[src/rtl/rr_gate_arbiter_pkg.sv]
// rr_gate_arbiter_pkg
//   Shared types and helpers for the round-robin gate arbiter.
//   - arb_state_e : controller states (IDLE, GRANT, GAP)
//   - ENC_*       : state encodings backing the enum
//   - idx_to_onehot / onehot_to_idx : conversions sized for the largest
//     supported requester count (16)
package rr_gate_arbiter_pkg;

  localparam int unsigned MAX_N   = 16;
  localparam int unsigned MAX_IDW = 4;

  localparam logic [1:0] ENC_IDLE  = 2'd0;
  localparam logic [1:0] ENC_GRANT = 2'd1;
  localparam logic [1:0] ENC_GAP   = 2'd2;

  typedef enum logic [1:0] {
    IDLE  = ENC_IDLE,
    GRANT = ENC_GRANT,
    GAP   = ENC_GAP
  } arb_state_e;

  function automatic logic [MAX_N-1:0] idx_to_onehot(input logic [MAX_IDW-1:0] idx);
    logic [MAX_N-1:0] oh;
    oh      = '0;
    oh[idx] = 1'b1;
    return oh;
  endfunction

  function automatic logic [MAX_IDW-1:0] onehot_to_idx(input logic [MAX_N-1:0] oh);
    logic [MAX_IDW-1:0] idx;
    idx = '0;
    for (int unsigned i = 0; i < MAX_N; i++) begin
      if (oh[i]) idx = idx | MAX_IDW'(i);
    end
    return idx;
  endfunction

endpackage

[src/rtl/rr_gate_arbiter_pick.sv]
// rr_pick
//   Combinational rotate-priority picker. Scans req starting at ptr,
//   wrapping from N-1 back to 0, and reports the first set bit.
//   Ports:
//     req     in  N    request vector
//     ptr     in  IDW  index scanned first (0..N-1)
//     winner  out IDW  index of first set request at or after ptr
//     any_req out 1    at least one request is set
module rr_pick #(
  parameter int unsigned N   = 4,
  parameter int unsigned IDW = $clog2(N)
) (
  input  logic [N-1:0]   req,
  input  logic [IDW-1:0] ptr,
  output logic [IDW-1:0] winner,
  output logic           any_req
);

  always_comb begin
    int unsigned idx;
    idx     = 0;
    winner  = '0;
    any_req = 1'b0;
    for (int unsigned i = 0; i < N; i++) begin
      idx = (32'(ptr) + i) % N;
      if (!any_req && req[IDW'(idx)]) begin
        any_req = 1'b1;
        winner  = IDW'(idx);
      end
    end
  end

endmodule

[src/rtl/rr_gate_arbiter.sv]
// rr_gate_arbiter
//   Round-robin arbiter sharing one gate-level resource among N requesters.
//   One owner at a time; the grant is held until the owner drops REQ or
//   pulses DONE, followed by a one-cycle GAP before arbitration resumes.
//   Optional feature macro: ARB_TIMEOUT_EN (forced release after HOLD_MAX
//   GRANT cycles, signalled by a TMO pulse).
//   Ports:
//     CK      in   1    clock, rising edge
//     CDN     in   1    asynchronous active-low reset
//     REQ     in   N    level requests, held until granted
//     DONE    in   N    one-cycle release pulse from the owner
//     GNT     out  N    registered one-hot grant
//     GNT_ID  out  IDW  binary index of owner (valid while BUSY=1)
//     BUSY    out  1    a grant is active
//     TMO     out  1    one-cycle pulse on forced release
module rr_gate_arbiter
  import rr_gate_arbiter_pkg::*;
#(
  parameter int unsigned N        = 4,
  parameter int unsigned IDW      = $clog2(N),
  parameter int unsigned HOLD_MAX = 16
) (
  input  logic           CK,
  input  logic           CDN,
  input  logic [N-1:0]   REQ,
  input  logic [N-1:0]   DONE,
  output logic [N-1:0]   GNT,
  output logic [IDW-1:0] GNT_ID,
  output logic           BUSY,
  output logic           TMO
);

  if (N < 2 || N > MAX_N || HOLD_MAX < 1) begin : g_param_check
    $error("rr_gate_arbiter: N must be 2..16 and HOLD_MAX at least 1");
  end

  arb_state_e     state_q, state_d;
  logic [IDW-1:0] ptr_q, ptr_d;
  logic [IDW-1:0] owner_q, owner_d;
  logic [N-1:0]   gnt_q, gnt_d;
  logic           busy_q, busy_d;
  logic [IDW-1:0] winner;
  logic [IDW-1:0] ptr_after_owner;
  logic           any_req;
  logic           release_c;

`ifdef ARB_TIMEOUT_EN
  localparam int unsigned CW = $clog2(HOLD_MAX + 1);
  logic [CW-1:0] cnt_q, cnt_d;
  logic          tmo_q, tmo_d;
  logic          hold_expired;
`endif

  rr_pick #(.N(N), .IDW(IDW)) u_pick (
    .req     (REQ),
    .ptr     (ptr_q),
    .winner  (winner),
    .any_req (any_req)
  );

  always_comb begin
    release_c       = !REQ[owner_q] || DONE[owner_q];
    ptr_after_owner = (owner_q == IDW'(N - 1)) ? '0 : owner_q + 1'b1;
`ifdef ARB_TIMEOUT_EN
    // The entry edge already counts as GRANT cycle one, so the HOLD_MAX-th
    // cycle is seen while the counter still reads HOLD_MAX-1.
    hold_expired    = (cnt_q == CW'(HOLD_MAX - 1));
`endif
  end

  always_comb begin
    state_d = state_q;
    ptr_d   = ptr_q;
    owner_d = owner_q;
    gnt_d   = gnt_q;
    busy_d  = busy_q;
`ifdef ARB_TIMEOUT_EN
    cnt_d   = cnt_q;
    tmo_d   = 1'b0;
`endif
    unique case (state_q)
      IDLE: begin
        if (any_req) begin
          state_d = GRANT;
          owner_d = winner;
          gnt_d   = N'(idx_to_onehot(MAX_IDW'(winner)));
          busy_d  = 1'b1;
`ifdef ARB_TIMEOUT_EN
          cnt_d   = '0;
`endif
        end
      end
      GRANT: begin
        if (release_c) begin
          state_d = GAP;
          gnt_d   = '0;
          busy_d  = 1'b0;
          ptr_d   = ptr_after_owner;
`ifdef ARB_TIMEOUT_EN
        end else if (hold_expired) begin
          state_d = GAP;
          gnt_d   = '0;
          busy_d  = 1'b0;
          ptr_d   = ptr_after_owner;
          tmo_d   = 1'b1;
        end else begin
          cnt_d   = cnt_q + 1'b1;
`endif
        end
      end
      GAP: begin
        state_d = IDLE;
      end
      default: begin
        state_d = IDLE;
        gnt_d   = '0;
        busy_d  = 1'b0;
      end
    endcase
  end

  always_ff @(posedge CK or negedge CDN) begin
    if (!CDN) begin
      state_q <= IDLE;
      ptr_q   <= '0;
      owner_q <= '0;
      gnt_q   <= '0;
      busy_q  <= 1'b0;
`ifdef ARB_TIMEOUT_EN
      cnt_q   <= '0;
      tmo_q   <= 1'b0;
`endif
    end else begin
      state_q <= state_d;
      ptr_q   <= ptr_d;
      owner_q <= owner_d;
      gnt_q   <= gnt_d;
      busy_q  <= busy_d;
`ifdef ARB_TIMEOUT_EN
      cnt_q   <= cnt_d;
      tmo_q   <= tmo_d;
`endif
    end
  end

  assign GNT    = gnt_q;
  assign GNT_ID = owner_q;
  assign BUSY   = busy_q;
`ifdef ARB_TIMEOUT_EN
  assign TMO    = tmo_q;
`else
  assign TMO    = 1'b0;
`endif

endmodule

[config.mk]
export PLATFORM = sky130hd
export DESIGN_NAME = rr_gate_arbiter
export DESIGN_NICKNAME = d
export VERILOG_FILES = /design/src/rtl/rr_gate_arbiter_pkg.sv /design/src/rtl/rr_gate_arbiter_pick.sv /design/src/rtl/rr_gate_arbiter.sv
export SDC_FILE = /design/constraint.sdc
export NUM_CORES = 1
export LEC_CHECK = 0
export BUFFER_PORTS_ARGS = -buffer_cell sky130_fd_sc_hd__buf_2
export CORE_MARGIN = 4
export CORE_UTILIZATION = 30
export DETAILED_ROUTE_END_ITERATION = 8
export GPL_TIMING_DRIVEN = 0
export HOLD_SLACK_MARGIN = 0.05
export SYNTH_ARGS = -nofsm -noshare
export SYNTH_HDL_FRONTEND = slang
export SYNTH_SLANG_ARGS = --single-unit
export TNS_END_PERCENT = 1
[constraint.sdc]
create_clock -name CK -period 4.3 [get_ports CK]
set_input_delay 0.86 -clock CK [delete_from_list [all_inputs] [get_ports CK]]
set_output_delay 0.86 -clock CK [all_outputs]
set_load 0.01 [all_outputs]
=== After elaboration in Yosys (flattened, before gate mapping) ===
Cells that the tools add are included.

* Add/sub/neg operators: 4
* Magnitude comparators: 7
* Equality and inequality tests: 5
* Muxes and demuxes: 32
* Bitwise operators: 1
* Reductions and logical operators: 14

{| class="wikitable"
|+ Operators with widths
! cell !! count
|-
| $lt 2x3->1 const B || 5
|-
| $mux 2 || 7
|-
| $mux 1 || 13
|-
| $bmux 1 s2 || 6
|-
| $pmux 4 s3 || 1
|-
| $mux 4 || 2
|-
| $reduce_and 2->1 || 3
|-
| $lt 2x5->1 const B || 1
|-
| $add 2x1->2 const B || 2
|-
| $add 2x2->2 const B || 2
|-
| $eq 2x2->1 const B || 2
|-
| $logic_and 1x1->1 || 4
|-
| $logic_not 1->1 || 4
|-
| $ne 2x2->1 const B || 2
|-
| $pmux 2 s2 || 1
|-
| $pmux 1 s3 || 1
|-
| $reduce_and 3->1 || 1
|-
| $demux 1 s2 || 1
|-
| $eq 2x1->1 const B || 1
|-
| $ge 2x1->1 const B || 1
|-
| $logic_not 2->1 || 1
|-
| $logic_or 1x1->1 || 1
|-
| $not 1->1 || 1
|}

* Flip-flop bits (word level): 11
* Input bits: 10
* Output and inout bits: 8
* Word-level logic and storage cells: 68

=== Logic depth before layout (Yosys ltp) ===
Gate-level depths: netlist (run 1).

* Depth in word-level cells: 18
* Gate-level depth with buffers: 4
* Gate-level depth less buffers: 4

=== Modules after synthesis ===
From an unflattened synthesis (run 1), not the netlist that was laid out.

* Cells, all modules: 68
* Area, all modules: 631.9 um2

{| class="wikitable"
|+ Modules (own cells, without submodules)
! module !! instances !! cells an instance !! area each (um2) !! sequential area each (um2)
|-
| rr_gate_arbiter || 1 || 53 || 554.3 || 275.3
|-
| rr_pick || 1 || 15 || 77.6 || 0.0
|}

=== Worst setup path before layout (run 1) ===
OpenSTA, ideal clock, no wires.

* Kind: in2reg
* From: input port REQ[2]
* To: register ptr_q[1]
* Library setup time: 0.127 ns
* Arrival: 1.922 ns
* Data required time: 4.173 ns
* Slack: 2.251 ns
* Stages on the path: 4
* Buffers on the path: 0
* Cells stage by stage: nor2b_1 > mux4_2 > nor2_4 > mux2_1

* Cells in the longest elaborated chain, start to end: 5

{| class="wikitable"
|+ Ends and longest elaborated chain
! element !! RTL line !! source
|-
| from (decl) || rr_gate_arbiter.sv:25 || <nowiki>input logic [N-1:0] REQ,</nowiki>
|-
| $bmux 1 s2 || rr_gate_arbiter.sv:62 || <nowiki>release_c = !REQ[owner_q] || DONE[owner_q];</nowiki>
|-
| $mux 1 (not written as such) || rr_gate_arbiter.sv:62 ||
|-
| $logic_not 1->1 || rr_gate_arbiter.sv:62 ||
|-
| $logic_or 1x1->1 || rr_gate_arbiter.sv:62 ||
|-
| $reduce_and 2->1 (no line) || -- ||
|-
| to (signal assigned) || rr_gate_arbiter.sv:135 || <nowiki>ptr_q <= ptr_d;</nowiki>
|-
| to (decl) || rr_gate_arbiter.sv:38 || <nowiki>logic [IDW-1:0] ptr_q, ptr_d;</nowiki>
|}

No other way between the ends. The select of a mux whose other input is x is not followed.
A chain may end at the register's enable or synchronous reset.

=== Final worst setup path (run 1) ===
* From: input port REQ[3]
* To: register ptr_q[1]

The elaborated chain is that of the path after synthesis.

==> flow_summary.ini, run 1 <==
[power_and_ir_drop]
p_int_uw = 310
clkPwrFrac = 0.134
switching_share = 0.397
power_frac_comb = 0.476
seq_power_share = 0.390
p_leak_uw = 0.000361
ir_drop_mv = 0.283
switchingPower_uw = 204
p_per_area_nw_per_um2 = 658

[clock_network]
cts_resized = 0
cts_tree = built
cts_buffer_depth = 2
path_clk_slew_ns = 0.07
cts_made_buffers = 3
cts_hold_buf = 0
htreeDepth = 1
cts_setup_buffers = 0
cts.sinks = 11
root_buffer = clkbuf_4
clk_latency_ns = 0.26

[sta]
worst_pin_slew_ns = 0.663
relSlewSlack = 0.555
max_freq_ghz = 0.507
fin_setup_tns_ns = 0
finalSetupViolations = 0
slew_violations = 0
hold_viol = 0
finClkSkew_ns = 0.00464
rsz0062_at_grt = no
fin_crit_sh = 0.459
fin_crit_ns = 1.97

[final_layout]
stdcell_area_um2 = 782
layout-drive-gt1-share = 0.346
n_antenna_cell = 0
nNetsFinal = 90
syn_to_final_growth_pct = 21.8

[worst_hold_path]
hold_path.class = in2async

[critical_path]
cp_max_fo = 8
path_class = in2reg
required_ns = 4.45
arrival_ns = 2.13
worst_r2r_path_depth = 4
start_kind = primary input
r2r_slack_ns = 2.58
endpoint_kind = flip-flop

[flow_run]
cap_violations = 0

[floorplanning]
fp.coreArea_um2 = 2000
start_util = 0.321
row_count = 16
die_w_um = 54.3
die_area_um2 = 2940
die_h_um = 54.3
ios = 18

[placed_design]
globalplace.congestion = 0.697
place_area_um2 = 756
io_buffers = 16
dp_hpwl_um = 1080

[detailed_routing]
drtIter0Drc = 4
routedWlPerCell_um = 12.8
wl_um = 1350
drc = 0
vias = 508
firstDrtPassIters = 5
ant_nets = 0
viasPerCell = 4.84

[run_status]
outcome = finished clean

[logic_synthesis]
ys.flop_type = dfrtp_1
ys_seq_elements = 11
synthArstFlopShare = 1.00
synth_edf_count = 0
syn_area_um2 = 642
syn_avg_cell_area_um2 = 11.1
seq_area_frac_synth = 0.429
syn-num-nets = 69
ys_warn_count = 0
netlist_instances = 58
ys_types = 31

[global_route]
grt_pass1_vias = 507
grtUsageTotal = 0.106
grt_max_degree = 12
grt_first_pass_wirelength_um = 2240
grt_overflow = 0
grt_antenna_before_repair = 0
## layout make-up
| class | count | area, um^2 |
|---|---|---|
| timing repair buffer | 16 | 80.1 |
| buffer | 1 | 7.51 |
| inverter | 1 | 3.75 |
| multi-input combinational | 45 | 355 |
| tap | 27 | 33.8 |
| sequential | 11 | 275 |
| clock buffer | 4 | 26.3 |
| fill | 214 | 1220 |
## placed cells by master, fill, tap and decap left out, drive strengths merged
| cell | Yosys | final |
|---|---|---|
| a211o | 1 | 1 |
| a21o | 2 | 2 |
| a21oi | 1 | 1 |
| a2bb2oi | 1 | 1 |
| a32o | 2 | 2 |
| buf | 1 | 17 |
| clkbuf | 0 | 4 |
| conb | 1 | 1 |
| dfrtp | 11 | 11 |
| ha | 1 | 1 |
| inv | 1 | 1 |
| mux2 | 2 | 2 |
| mux2i | 1 | 1 |
| mux4 | 2 | 2 |
| nand2 | 2 | 2 |
| nand2b | 5 | 5 |
| nand3 | 1 | 1 |
| nor2 | 5 | 5 |
| nor2b | 4 | 4 |
| nor3 | 1 | 1 |
| nor3b | 1 | 1 |
| nor4 | 1 | 1 |
| o21a | 1 | 1 |
| o21ai | 4 | 4 |
| o22ai | 1 | 1 |
| o2bb2ai | 2 | 2 |
| o41ai | 1 | 1 |
| or2b | 2 | 2 |
## power by group through the flow
stage / sequential [uW] / clock, uW / combinational (uW)
2_1_floorplan: 209 / 0 / 164
3_3_place_gp: 200 / 0 / 246
3_5_place_dp: 203 / 0 / 245
4_1_cts: 202 / 72.4 / 248
5_1_grt: 209 / 77.0 / 273
6_report: 201 / 69.1 / 245
## worst max-delay path, cell delays in order
cell,delay [ns]
buf_2,0.14
nor2b_1,0.13
mux4_2,0.54
nor2_4,0.14
mux2_1,0.32
## logic make-up after synthesis
group | share of synthesized area
AND/OR/NAND/NOR | 0.203
AO/OA/AOI/OAI | 0.205
flip-flops | 0.429
multiplexers | 0.121
buffers and inverters | 0.0175
adder cells (fa/ha/maj) | 0.0195
other | 0.00584
## Yosys cell counts (2+ instances only)
cell type  count  area (um^2)
o2bb2ai_1      2         17.5
a32o_1         2         20.0
mux4_2         2         45.0
nor2b_1        4         25.0
dfrtp_1       11          275
nand2_1        2         7.51
nor2_1         4         15.0
o21ai_0        3         15.0
nand2b_1       5         31.3
a21o_1         2         15.0
## per-layer routing
| layer | vias up | part of all wire | global-route usage |
|---|---|---|---|
| li1 | 258 | - | - |
| met3 | 2 | 0.079 | 0.0245 |
| met2 | 12 | 0.42 | 0.147 |
| met5 | - | 0 | 0 |
| met1 | 236 | 0.49 | 0.148 |
| met4 | 0 | 0.0074 | 0.0622 |
## stage by stage
stage / util / setup WS (ns) / total power [uW] / instances / hold WS (ns)
2_1_floorplan: - / 2.25 / 373 / 58 / 0.457
3_3_place_gp: 0.378 / 2.04 / 446 / 101 / 0.459
3_5_place_dp: 0.378 / 2.04 / 449 / 101 / 0.480
4_1_cts: 0.391 / 2.32 / 522 / 105 / 0.448
5_1_grt: 0.391 / 2.21 / 559 / 105 / 0.456
6_report: 0.391 / 2.33 / 514 / 105 / 0.451
## flip-flops by register name (all words and copies together), names as in the netlist
register	cells
GNT	4
GNT_ID	2
ptr_q	2
state_q	2
BUSY	1
## final timing paths
kind | start | end
worst max-delay path | REQ[3] | ptr_q[1]
worst min-delay path | CDN | ptr_q[0]
worst max register to register | GNT_ID[0] | ptr_q[1]
worst min register to register | GNT[3] | GNT[3]
max in group asynchronous | CDN | GNT[1]
min in group CK | GNT[3] | GNT[3]
(Power assumes the default switching activity.)
==> run 2: changes to the inputs <==
Clock period 4.3 ns to 1.8 ns, I/O delays scaled along.
==> run 2 against run 1 <==
Net effect: hold slack improved by 0.040 ns; wire length rose by 3.6%; via count rose by 1.4%; first-iteration DRC count rose by 50%; critical path depth fell by 1; critical endpoint unchanged; critical path type is now reg2reg; combinational power rose by 150%.
==> flow_summary.ini, run 2 (synthesis gave the netlist of run 1 again) <==
[placed_design]
io_buffers = 16
place_area_um2 = 756
dpl.cell_count = 101
globalplace.congestion = 0.697
pre_cts_ws_ns = 0.0395
dp_hpwl_um = 1080

[clock_network]
htreeDepth = 1
cts_resized = 0
root_buffer = clkbuf_4
cts_buffer_depth = 2
cts_made_buffers = 3
clk_latency_ns = 0.26
path_clk_slew_ns = 0.07
cts_tree = built
cts.sinks = 11

[power_and_ir_drop]
p_leak_uw = 0.000371
clkPwrFrac = 0.132
p_int_uw = 753
ir_drop_mv = 0.679
power_frac_comb = 0.483
p_per_area_nw_per_um2 = 1560
seq_power_share = 0.385
switching_share = 0.397
switchingPower_uw = 495

[floorplanning]
die_h_um = 54.3
row_count = 16
fp.coreArea_um2 = 2000
start_util = 0.321
die_w_um = 54.3
die_area_um2 = 2940
ios = 18

[global_route]
grt_antenna_before_repair = 0
grt_pass1_vias = 506
grt_first_pass_wirelength_um = 2260
grtUsageTotal = 0.107
grt_max_degree = 12
grt_overflow = 0

[sta]
finClkSkew_ns = 0.00534
slew_violations = 0
hold_viol = 0
fin_setup_tns_ns = 0
relSlewSlack = 0.552
timing.final.ws_setup_ns = 0.0788
fin_crit_sh = 0.956
worst_pin_slew_ns = 0.667
finalSetupViolations = 0
max_freq_ghz = 0.581
fin_crit_ns = 1.72

[final_layout]
nNetsFinal = 92
seqCellArea_um2 = 275
largest_register_ffs = 4
layout_common_cells = buf_2 (16), dfrtp_1 (11), nand2b_1 (5)
multiInputGateArea_um2 = 355
mostFrequentLayoutCell = buf_2
stdcell_area_um2 = 800
final_cells = 107
nFillCells = 213
n_antenna_cell = 0
layout-drive-gt1-share = 0.350
syn_to_final_growth_pct = 24.6

[detailed_routing]
ant_nets = 0
drc = 0
firstDrtPassIters = 5
vias = 515
wl_um = 1400
routedWlPerCell_um = 13.0
viasPerCell = 4.81
drtIter0Drc = 6

[critical_path]
arrival_ns = 1.87
cp_max_fo = 4
required_ns = 1.95
endpoint_kind = flip-flop
start_kind = flip-flop
path_class = reg2reg

[flow_run]
cap_violations = 0

[run_status]
outcome = finished clean

[worst_hold_path]
hold_path.class = reg2reg
==> run 2: cell types whose count changed in the layout (fill, tap and decap cells not counted) <==
cell / delta
buf_4: +1
dlygate4sd3_1: +1
==> run 2: cell type report <==
type / count / share of cell area
clock buffer: 4 / 0.0329
buffer: 1 / 0.00939
sequential: 11 / 0.344
multi-input combinational: 45 / 0.444
inverter: 1 / 0.00469
timing repair buffer: 18 / 0.122
tap: 27 / 0.0423
==> run 2: what timing repair did <==
item,CTS,global route
buffers inserted,0,1
endpoints found under the setup margin,0,1
hold endpoints to repair,11,0
hold buffers,1,0
==> run 2: through the flow <==
stage                util  hold WS (ns)  total power [uW]
finish              0.399         0.490              1250
floorplan               -        0.0644               890
global route        0.399         0.502              1350
CTS                 0.396         0.484              1250
detailed placement  0.378         0.241              1070
global placement    0.378         0.241              1070
==> run 2: path summary, 6_finish.rpt <==
kind | end | slack [ns] | startpoint | cells after the start
hold / removal | GNT[3] | 0.49 | GNT[3] | 1
min in group asynchronous | ptr_q[0] | 0.52 | CDN | 2
hold reg to reg | GNT[3] | 0.49 | GNT[3] | 1
max in group asynchronous | GNT[1] | 1.07 | CDN | 2
setup / recovery | ptr_q[1] | 0.08 | GNT_ID[0] | 4
setup reg to reg | ptr_q[1] | 0.08 | GNT_ID[0] | 4
==> run 2: power by group through the flow <==
stage / Sequential (uW) / Clock [uW] / Combinational, uW
after global routing: 500 / 184 / 668
final: 480 / 165 / 602
after global placement: 477 / 0 / 589
after detailed placement: 486 / 0 / 585
after CTS: 481 / 173 / 594
after floorplan: 499 / 0 / 392
==> run 2: worst max-delay path, cell delays in order, from the launching register on <==
cell     delay [ns]
dfrtp_1        0.42
inv_1          0.14
mux4_2         0.60
nor2_4         0.14
mux2_1         0.32
==> run 2: layer usage <==
layer	vias to the layer above	GRT usage	part of all wire
met3	2	0.0245	0.080
met4	0	0.0622	0.0065
met1	241	0.153	0.48
met2	12	0.145	0.43
met5	-	0	0
li1	260	-	-
